==> config.mk <==
export PLATFORM = sky130hd
export DESIGN_NAME = pwm_duty_ramp_ctrl_flat
export DESIGN_NICKNAME = d
export VERILOG_FILES = /design/src/rtl/pwm_duty_ramp_ctrl_if.sv /design/src/rtl/pwm_duty_ramp_ctrl.sv /design/src/flat_wrapper.sv
export SDC_FILE = /design/constraint.sdc
export NUM_CORES = 1
export LEC_CHECK = 0
export CORE_ASPECT_RATIO = 1.1
export CORE_MARGIN = 1
export CORE_UTILIZATION = 25
export CTS_BUF_LIST = sky130_fd_sc_hd__clkbuf_4 sky130_fd_sc_hd__clkbuf_8 sky130_fd_sc_hd__clkbuf_16
export DETAILED_ROUTE_END_ITERATION = 16
export PLACE_DENSITY = 0.52
export SLEW_MARGIN = 20
export SYNTH_ARGS = -nofsm -noshare
export SYNTH_HDL_FRONTEND = slang
export SYNTH_SLANG_ARGS = --single-unit
export TNS_END_PERCENT = 30
==> constraint.sdc <==
create_clock -name i_clk -period 5.2 [get_ports i_clk]
set_input_delay 1.04 -clock i_clk [delete_from_list [all_inputs] [get_ports i_clk]]
set_output_delay 1.04 -clock i_clk [all_outputs]
set_load 0.05 [all_outputs]
==> src/rtl/pwm_duty_ramp_ctrl_if.sv <==
// Control/status bundle between the register logic and the duty ramp sequencer.
// The master drives the ramp commands and the period tick; the slave returns duty and status.
interface pwm_duty_ramp_ctrl_if #(
    parameter int unsigned CNT_BITS  = 8,
    parameter int unsigned RATE_BITS = 8
) ();
    logic                 start;
    logic                 abort;
    logic [CNT_BITS:0]    target_duty;
    logic [CNT_BITS:0]    step;
    logic [RATE_BITS-1:0] rate_div;
    logic                 period_tick;
    logic [CNT_BITS:0]    duty_cycle;
    logic                 busy;
    logic                 done;

    modport master (
        output start, abort, target_duty, step, rate_div, period_tick,
        input  duty_cycle, busy, done
    );

    modport slave (
        input  start, abort, target_duty, step, rate_div, period_tick,
        output duty_cycle, busy, done
    );
endinterface

==> src/rtl/pwm_duty_ramp_ctrl.sv <==
// Soft-start/soft-stop sequencer: walks the PWM duty toward a target in steps,
// updating only on PWM period boundaries.
module pwm_duty_ramp_ctrl #(
    parameter int unsigned CNT_BITS  = 8,
    parameter int unsigned RATE_BITS = 8
) (
    input logic                   i_clk,
    input logic                   i_reset_n,
    pwm_duty_ramp_ctrl_if.slave   bus
);
    localparam logic [CNT_BITS:0] DUTY_MAX = {1'b1, {CNT_BITS{1'b0}}};
    localparam logic [CNT_BITS:0] STEP_ONE = {{CNT_BITS{1'b0}}, 1'b1};

    typedef enum logic [1:0] {StIdle, StRampUp, StRampDn} state_e;

    state_e               r_state,    w_state_d;
    logic [CNT_BITS:0]    r_duty,     w_duty_d;
    logic [CNT_BITS:0]    r_tgt,      w_tgt_d;
    logic [CNT_BITS:0]    r_stp,      w_stp_d;
    logic [RATE_BITS-1:0] r_rate,     w_rate_d;
    logic [RATE_BITS-1:0] r_tick_cnt, w_tick_cnt_d;
    logic                 r_busy,     w_busy_d;
    logic                 r_done,     w_done_d;

    logic [CNT_BITS:0]    w_tgt_clip;
    logic [CNT_BITS:0]    w_stp_fix;
    // One extra bit so the step comparisons can neither overflow nor underflow.
    logic [CNT_BITS+1:0]  w_duty_plus;
    logic [CNT_BITS+1:0]  w_tgt_plus;
    logic                 w_step_now;

    assign w_tgt_clip  = (bus.target_duty > DUTY_MAX) ? DUTY_MAX : bus.target_duty;
    assign w_stp_fix   = (bus.step == '0) ? STEP_ONE : bus.step;
    assign w_duty_plus = {1'b0, r_duty} + {1'b0, r_stp};
    assign w_tgt_plus  = {1'b0, r_tgt} + {1'b0, r_stp};
    assign w_step_now  = bus.period_tick && (r_tick_cnt == r_rate);

    always_comb begin
        w_state_d    = r_state;
        w_duty_d     = r_duty;
        w_tgt_d      = r_tgt;
        w_stp_d      = r_stp;
        w_rate_d     = r_rate;
        w_tick_cnt_d = r_tick_cnt;
        w_done_d     = 1'b0;

        unique case (r_state)
            StIdle: begin
                if (bus.start && !bus.abort) begin
                    w_tgt_d      = w_tgt_clip;
                    w_stp_d      = w_stp_fix;
                    w_rate_d     = bus.rate_div;
                    w_tick_cnt_d = '0;
                    if (w_tgt_clip > r_duty) begin
                        w_state_d = StRampUp;
                    end else if (w_tgt_clip < r_duty) begin
                        w_state_d = StRampDn;
                    end else begin
                        w_done_d = 1'b1;
                    end
                end
            end
            StRampUp, StRampDn: begin
                if (bus.abort) begin
                    w_state_d    = StIdle;
                    w_tick_cnt_d = '0;
                end else if (bus.period_tick && !w_step_now) begin
                    w_tick_cnt_d = r_tick_cnt + RATE_BITS'(1);
                end else if (w_step_now) begin
                    w_tick_cnt_d = '0;
                    if (r_state == StRampUp) begin
                        if (w_duty_plus >= {1'b0, r_tgt}) begin
                            w_duty_d  = r_tgt;
                            w_state_d = StIdle;
                            w_done_d  = 1'b1;
                        end else begin
                            w_duty_d = w_duty_plus[CNT_BITS:0];
                        end
                    end else begin
                        if ({1'b0, r_duty} <= w_tgt_plus) begin
                            w_duty_d  = r_tgt;
                            w_state_d = StIdle;
                            w_done_d  = 1'b1;
                        end else begin
                            w_duty_d = r_duty - r_stp;
                        end
                    end
                end
            end
            default: w_state_d = StIdle;
        endcase

        w_busy_d = (w_state_d != StIdle);
    end

    always_ff @(posedge i_clk) begin
        if (!i_reset_n) begin
            r_state    <= StIdle;
            r_duty     <= '0;
            r_tgt      <= '0;
            r_stp      <= '0;
            r_rate     <= '0;
            r_tick_cnt <= '0;
            r_busy     <= 1'b0;
            r_done     <= 1'b0;
        end else begin
            r_state    <= w_state_d;
            r_duty     <= w_duty_d;
            r_tgt      <= w_tgt_d;
            r_stp      <= w_stp_d;
            r_rate     <= w_rate_d;
            r_tick_cnt <= w_tick_cnt_d;
            r_busy     <= w_busy_d;
            r_done     <= w_done_d;
        end
    end

    assign bus.duty_cycle = r_duty;
    assign bus.busy       = r_busy;
    assign bus.done       = r_done;
endmodule

==> src/flat_wrapper.sv <==
// flat-port wrapper written by rule: the top's interface ports become plain ports
module pwm_duty_ramp_ctrl_flat 
#(
    parameter int unsigned CNT_BITS  = 8,
    parameter int unsigned RATE_BITS = 8
)
  (i_clk, i_reset_n, bus_start, bus_abort, bus_target_duty, bus_step, bus_rate_div, bus_period_tick, bus_duty_cycle, bus_busy, bus_done);
  pwm_duty_ramp_ctrl_if #(.CNT_BITS(CNT_BITS), .RATE_BITS(RATE_BITS)) bus_i ();
  input logic i_clk;
  input logic i_reset_n;
  input wire logic [$bits(bus_i.start)-1:0] bus_start;
  input wire logic [$bits(bus_i.abort)-1:0] bus_abort;
  input wire logic [$bits(bus_i.target_duty)-1:0] bus_target_duty;
  input wire logic [$bits(bus_i.step)-1:0] bus_step;
  input wire logic [$bits(bus_i.rate_div)-1:0] bus_rate_div;
  input wire logic [$bits(bus_i.period_tick)-1:0] bus_period_tick;
  output wire logic [$bits(bus_i.duty_cycle)-1:0] bus_duty_cycle;
  output wire logic [$bits(bus_i.busy)-1:0] bus_busy;
  output wire logic [$bits(bus_i.done)-1:0] bus_done;
  assign bus_i.start = bus_start;
  assign bus_i.abort = bus_abort;
  assign bus_i.target_duty = bus_target_duty;
  assign bus_i.step = bus_step;
  assign bus_i.rate_div = bus_rate_div;
  assign bus_i.period_tick = bus_period_tick;
  assign bus_duty_cycle = bus_i.duty_cycle;
  assign bus_busy = bus_i.busy;
  assign bus_done = bus_i.done;
  pwm_duty_ramp_ctrl #(.CNT_BITS(CNT_BITS), .RATE_BITS(RATE_BITS)) u_core (.i_clk(i_clk), .i_reset_n(i_reset_n), .bus(bus_i));
endmodule
==> results of run 1 <==
through the flow:
step                      hold WS [ns]  std cells  cell area (sq um)  setup slack (ns)
after floorplan                  0.455        486               3940              1.06
after global placement           0.472        713               4580              1.23
after detailed placement         0.480        713               4580              1.16
after CTS                        0.489        721               4740              1.14
after global routing             0.520        721               4740             0.930
final                            0.485        721               4740              1.13
worst max-delay path: cells and delay by family, from the launching register on:
| family | cells | cell delay [ns] |
|---|---|---|
| xor+xnor | 1 | 0.16 |
| flops | 1 | 0.41 |
| compound gates | 9 | 2.06 |
| buf+inv | 1 | 0.06 |
| simple gates | 2 | 0.46 |
| fa+ha+maj | 3 | 0.82 |
kinds of logic after synthesis:
logic type / after synthesis / share of synthesized area [%]
adder cells (fa/ha/maj): 60 / 19.6
buffers and inverters: 51 / 4.89
AND/OR/NAND/NOR: 162 / 20.4
XOR/XNOR: 30 / 6.67
multiplexers: 5 / 1.27
AO/OA/AOI/OAI: 131 / 23.3
flip-flops: 47 / 23.9
Yosys cell counts (all sizes together), types with 3 or more instances:
| cell type | instances | area [sq um] |
|---|---|---|
| dfxtp | 47 | 941 |
| a21o | 5 | 37.5 |
| nor2 | 24 | 90.1 |
| nand3 | 7 | 35.0 |
| mux2i | 5 | 50.1 |
| a21oi | 26 | 141 |
| a31oi | 3 | 25.0 |
| ha | 57 | 713 |
| inv | 38 | 143 |
| fa | 3 | 60.1 |
| and4 | 3 | 26.3 |
| and2 | 6 | 37.5 |
| a211o | 3 | 26.3 |
| o21ai | 26 | 130 |
| or3 | 3 | 18.8 |
| nand3b | 4 | 30.0 |
| o21bai | 3 | 22.5 |
| o2bb2ai | 3 | 26.3 |
| nor4 | 5 | 37.5 |
| nand2 | 63 | 236 |
| nand2b | 11 | 68.8 |
| o21a | 5 | 45.0 |
| xnor2 | 10 | 87.6 |
| nor3 | 4 | 20.0 |
| clkbuf | 11 | 41.3 |
| o22ai | 5 | 31.3 |
| a21boi | 26 | 195 |
| nand4 | 5 | 31.3 |
| nor2b | 21 | 131 |
| a22oi | 3 | 22.5 |
| xor2 | 20 | 175 |
power groups by stage:
stage	Sequential, mW	Combinational, mW	Clock, mW
after floorplan	0.405	0.241	0
after global placement	0.400	0.365	0
after detailed placement	0.401	0.365	0
after CTS	0.392	0.368	0.353
after global routing	0.395	0.404	0.367
final	0.393	0.365	0.341
area by class of cell:
type | count | area [sq um] | share of cell area (%)
multi-input cells | 388 | 2820 | 59.6
flip-flops and latches | 47 | 941 | 19.8
repair buffers | 44 | 433 | 9.13
well taps | 196 | 245 | 5.17
inverters | 38 | 143 | 3.01
clock buffers | 6 | 139 | 2.93
clock inverters | 2 | 16.3 | 0.343
sequential cells by signal (all words and copies together), names as in the netlist:
name and cells:
u_core.r_tgt 9, u_core.bus.done 1, u_core.r_rate 8, u_core.r_state 2, u_core.bus.duty_cycle 9, u_core.r_stp 9, u_core.r_tick_cnt 8, u_core.bus.busy 1
routing by layer:
layer	vias up	track usage, %	share of wire, %
li1	1788	-	-
met1	1662	18.4	48
met2	69	24.1	47
met3	12	1.54	3.0
met4	0	4.46	1.7
met5	-	0	0
worst max path at each step:
stage                             startpoint           endpoint  slack, ns  depth (start not counted)
finish              u_core.bus.duty_cycle[0]  u_core.r_state[1]       1.13                         16
floorplan           u_core.bus.duty_cycle[1]  u_core.r_state[1]       1.06                         15
global placement    u_core.bus.duty_cycle[0]  u_core.r_state[1]       1.23                         16
CTS                 u_core.bus.duty_cycle[1]  u_core.r_state[1]       1.14                         15
detailed placement  u_core.bus.duty_cycle[1]  u_core.r_state[1]       1.16                         15
global route                 u_core.r_tgt[0]  u_core.r_state[0]       0.93                         19
placed cells by master (no fill, tap or decap), types with 5 or more instances in the layout:
cell	count
clkdlybuf4s50_1	41
a21boi_0	25
o21ai_1	6
nand2b_1	11
nand2_1	63
o22ai_1	5
mux2i_1	5
dfxtp_1	47
xnor2_1	10
clkbuf_16	5
nand3_1	7
nand4_1	5
nor2b_1	21
ha_1	57
inv_1	38
xor2_1	20
and2_1	5
o21ai_0	20
a21oi_1	25
nor2_1	24
a21o_1	5
==> impl_metrics.yaml, run 1 <==
outcome:
  status: "finished, final reports clean"
critical_path:
  arrival_ns: 4.28
  cp_max_fo: 10
  endpoint_kind: "flip-flop"
  critPathMostFrequentCell: "ha_1"
  ff2ff_setup_slack_ns: 1.13
  cp_slowest_cell: "a311o_1"
  worstSetupPathType: "reg -> reg"
  cp.required_ns: 5.41
  r2r_start: "u_core.bus.duty_cycle[0]"
  max_stage_delay_ns: 0.42
  setup.worst_path.start_class: "flip-flop"
  timing.rr.end: "u_core.r_state[1]"
  crit_chain: "ha_1 -> inv_1 -> fa_1 -> o21ba_1 -> or4_1 -> o21ai_1 -> nor2_1 -> xor2_1 -> ha_1 -> a211o_1 -> a2111o_1 -> a31oi_2 -> o21a_4 -> a21oi_4 -> a311o_1 -> o22ai_1"
  worst_r2r_path_depth: 16
finish:
  fin_nets: 615
  nFillCells: 1596
  area_delta_synth_final_pct: 20.3
  drive_gt1_share_pct: 3.62
  antennaDiodeCount: 0
  fin_util_pct: 31.1
floorplanning:
  die_h_um: 134
  die_x_um: 122
  ios: 42
  die_area_sq_mm: 0.0163
  row_count: 47
  start_util_pct: 25.9
  fp.coreArea_sq_mm: 0.0152
power:
  ir_drop_uv: 151
  leakagePower_nw: 1.92
  p_switching_mw: 0.373
  share_comb_of_total_power_pct: 33.2
  finalPower_mw: 1.10
  intPower_mw: 0.726
  pwr-share-seq_pct: 35.7
  powerDensity_mw_per_mm2: 232
  clock_power_share_pct: 31.1
  switching_share_pct: 34.0
clocking:
  cts_setup_buffers: 0
  htree_levels: 2
  cts_root_buf: "clkbuf_16"
  clockBufferDepth: 2
  cts-resized-gates: 0
  cts.reportedPaths.clkPinSlew_ns: 0.07
  cts_buffers: 5
  clkLatencyLatePin_ns: 0.29
  cts.hold.buffers_added: 0
  cts_tree: "built"
  clock_sinks: 47
min_path:
  hold_path.class: "reg -> reg"
  hp-start: "u_core.r_rate[7]"
  holdPathEnd: "u_core.r_rate[7]"
  hold_depth: 2
timing:
  rsz0062_at_grt: "false"
  slew_headroom_pct: 35.4
  setup_viol: 0
  hold_violations: 0
  period_share_pct: 78.3
  fin_tns_setup_ns: 0
  maxSlewViolCount: 0
  worstMarginPinSlew_ns: 0.967
  fmax_mhz: 246
  finClkSkew_ns: 0.00549
  min_period_ns: 4.07
synthesis:
  syn_nets: 577
  synth.avg_cell_area_sq_um: 8.11
  synthFlopType: "dfxtp_1"
  synth-edff-count: 0
  synthCells: 486
  syn_area_sq_mm: 0.00394
  yosysWarnings: 0
  ys_seq_elements: 47
  ys_types: 61
  async_flop_share_pct: 0
  yosysSeqAreaShare_pct: 23.9
global_routing:
  grt_pass1_wl_um: 17900
  antenna_found_initial: 0
  track_usage_pct: 14.1
  overflow: 0
  grt_max_degree: 28
  grt_pass1_vias: 3440
drt:
  drt_iter0_drc: 218
  routed_wl_um: 11000
  num_vias: 3531
  wl_per_cell_um: 15.2
  viasPerCell: 4.90
  drtAntennaViolNets: 0
  first_pass_iters: 4
  drcViolationCount: 0
flow_run:
  cap_violations: 0
placement:
  hpwl_um: 8870
  gp_congestion: 0.825
  portBuffers: 41
Note: power is estimated with default switching activity, not from simulation.
==> run 2: changes to the inputs <==
==> constraint.sdc (replaced) <==
create_clock -name i_clk -period 3.8 [get_ports i_clk]
set_input_delay 0.76 -clock i_clk [delete_from_list [all_inputs] [get_ports i_clk]]
set_output_delay 0.76 -clock i_clk [all_outputs]
set_load 0.05 [all_outputs]
==> run 2 against run 1 <==
Maximum frequency is 7.6% higher. Sequential share of layout area is 1.2 points lower. Final cell count is 4.7% higher. Hold slack worse by 0.0065 ns. Largest power group is now combinational cells. Via count is 2.2% higher. Combinational power is 67% higher. Clock power is 53% higher. Register-to-register slack worse by 1.1 ns. Non-clock buffer count is 34 higher. Critical path depth is 4 higher. Design area is 8.1% higher.
==> impl_metrics.yaml, run 2 (same netlist as run 1, synthesis figures left out) <==
critical_path:
  crit_buf_inv: 3
  crit_chain: "buf_6 -> ha_4 -> inv_2 -> fa_2 -> nor2b_1 -> o21ai_1 -> nand2b_1 -> a21o_1 -> a21o_1 -> a31oi_1 -> xor2_1 -> ha_2 -> o2bb2ai_2 -> a311oi_2 -> nand3_1 -> nor4_2 -> buf_4 -> a21oi_4 -> a311o_1 -> o21bai_1"
  cp.required_ns: 4.02
  arrival_ns: 4.00
  endpoint_kind: "flip-flop"
  worstSetupPathType: "reg -> reg"
  cp_max_fo: 5
  cpLargestDelayFamily: "compound AO/OA/AOI/OAI gates"
  setup.worst_path.start_class: "flip-flop"
  max_stage_delay_ns: 0.36
  cp_slowest_cell: "fa_2"
  critPathMostFrequentCell: "a21o_1"
clocking:
  clock_sinks: 47
  cts_tree: "built"
  cts_root_buf: "clkbuf_16"
  clockBufferDepth: 2
  cts.hold.buffers_added: 0
  cts.reportedPaths.clkPinSlew_ns: 0.07
  htree_levels: 2
  clkLatencyLatePin_ns: 0.30
  cts_buffers: 5
timing:
  hold_violations: 0
  finClkSkew_ns: 0.00701
  worstMarginPinSlew_ns: 0.686
  hold_ws_ns: 0.478
  maxSlewViolCount: 0
  fin_tns_setup_ns: 0
  setup_viol: 0
  slew_headroom_pct: 53.8
  min_period_ns: 3.78
  period_share_pct: 99.5
  rsz0062_at_grt: "true"
  fmax_mhz: 264
global_routing:
  track_usage_pct: 14.6
  grt_max_degree: 33
  antenna_found_initial: 0
  grt_pass1_wl_um: 18400
  grt_pass1_vias: 3645
  overflow: 0
finish:
  antennaDiodeCount: 0
  area_delta_synth_final_pct: 30.0
  final_common_cell: "nand2_1"
  stdcell_count: 755
  drive_gt1_share_pct: 14.0
  fin_nets: 649
  nFillCells: 1593
  mostFrequentLayoutCells: "nand2_1 (63), ha_1 (53), clkdlybuf4s50_1 (41)"
power:
  powerDensity_mw_per_mm2: 325
  leakagePower_nw: 2.12
  ir_drop_uv: 239
drt:
  viasPerCell: 4.78
  drtAntennaViolNets: 0
  drt_iter0_drc: 123
  wl_per_cell_um: 15.4
  first_pass_iters: 4
  drcViolationCount: 0
  routed_wl_um: 11600
  num_vias: 3610
floorplanning:
  die_x_um: 122
  ios: 42
  fp.coreArea_sq_mm: 0.0152
  die_h_um: 134
  row_count: 47
  die_area_sq_mm: 0.0163
  start_util_pct: 25.9
placement:
  gp_congestion: 0.846
  hpwl_um: 9330
  dp.cells: 732
  portBuffers: 41
outcome:
  status: "finished, final reports clean"
min_path:
  hold_path.class: "reg -> reg"
flow_run:
  cap_violations: 0
==> run 2: cell types whose count changed in the layout (fill, tap and decap cells not counted), sizes merged <==
cell      change
clkinv        -1
clkbuf        -1
buf          +34
bufinv        +1
clkinvlp      -1
inv           +2
==> run 2: worst paths after layout <==
check / depth (start not counted) / startpoint / endpoint / slack [ns]
worst max-delay path: 20 / u_core.r_stp[0] / u_core.r_state[0] / 0.02
worst min-delay path: 2 / u_core.r_rate[0] / u_core.r_rate[0] / 0.48
worst max register to register: 20 / u_core.r_stp[0] / u_core.r_state[0] / 0.02
worst min register to register: 2 / u_core.r_rate[0] / u_core.r_rate[0] / 0.48
==> run 2: layout make-up <==
| cell class | instances | area [sq um] | share of cell area (%) |
|---|---|---|---|
| Clock inverter | 3 | 45.0 | 0.879 |
| Multi-Input combinational cell | 388 | 2920 | 56.9 |
| Sequential cell | 47 | 955 | 18.6 |
| Tap cell | 196 | 245 | 4.79 |
| Inverter | 38 | 143 | 2.78 |
| Timing Repair Buffer | 78 | 696 | 13.6 |
| Clock buffer | 5 | 125 | 2.44 |
==> run 2: per-layer routing <==
layer	global-route usage [%]	up-vias	wire, um
met5	0	-	0
met4	4.87	0	205
li1	-	1856	-
met1	18.8	1678	5430
met3	2.01	12	378
met2	24.7	64	5590
==> run 2: power breakdown <==
| group | total [mW] | switching [mW] | internal [mW] |
|---|---|---|---|
| Clock | 0.521 | 0.207 | 0.314 |
| Combinational | 0.608 | 0.317 | 0.291 |
| Sequential | 0.535 | 0.0232 | 0.512 |
| Total | 1.66 | 0.547 | 1.12 |
==> run 2: metrics by stage <==
stage | worst slack, ns | instance area, sq um | power, mW | util (%)
2_1_floorplan | 0.0648 | 3950 | 0.883 | -
3_3_place_gp | 0.00813 | 4730 | 1.07 | 31.1
3_5_place_dp | -0.163 | 4730 | 1.07 | 31.1
4_1_cts | 0.0135 | 4970 | 1.63 | 32.6
5_1_grt | -0.173 | 5120 | 1.76 | 33.6
6_report | 0.0175 | 5120 | 1.66 | 33.6
==> run 2: timing repair <==
item                                    in CTS  in global routing
endpoints found under the setup margin      11                 13
buffers inserted                             7                  8
pin swaps                                    8                 18
gates resized for setup                      7                 20
==> run 2: tightest hold or removal path, cell delays in order (launching register included) <==
cell      delay, ns
dfxtp_1        0.32
nand2_1        0.05
a21boi_0       0.06
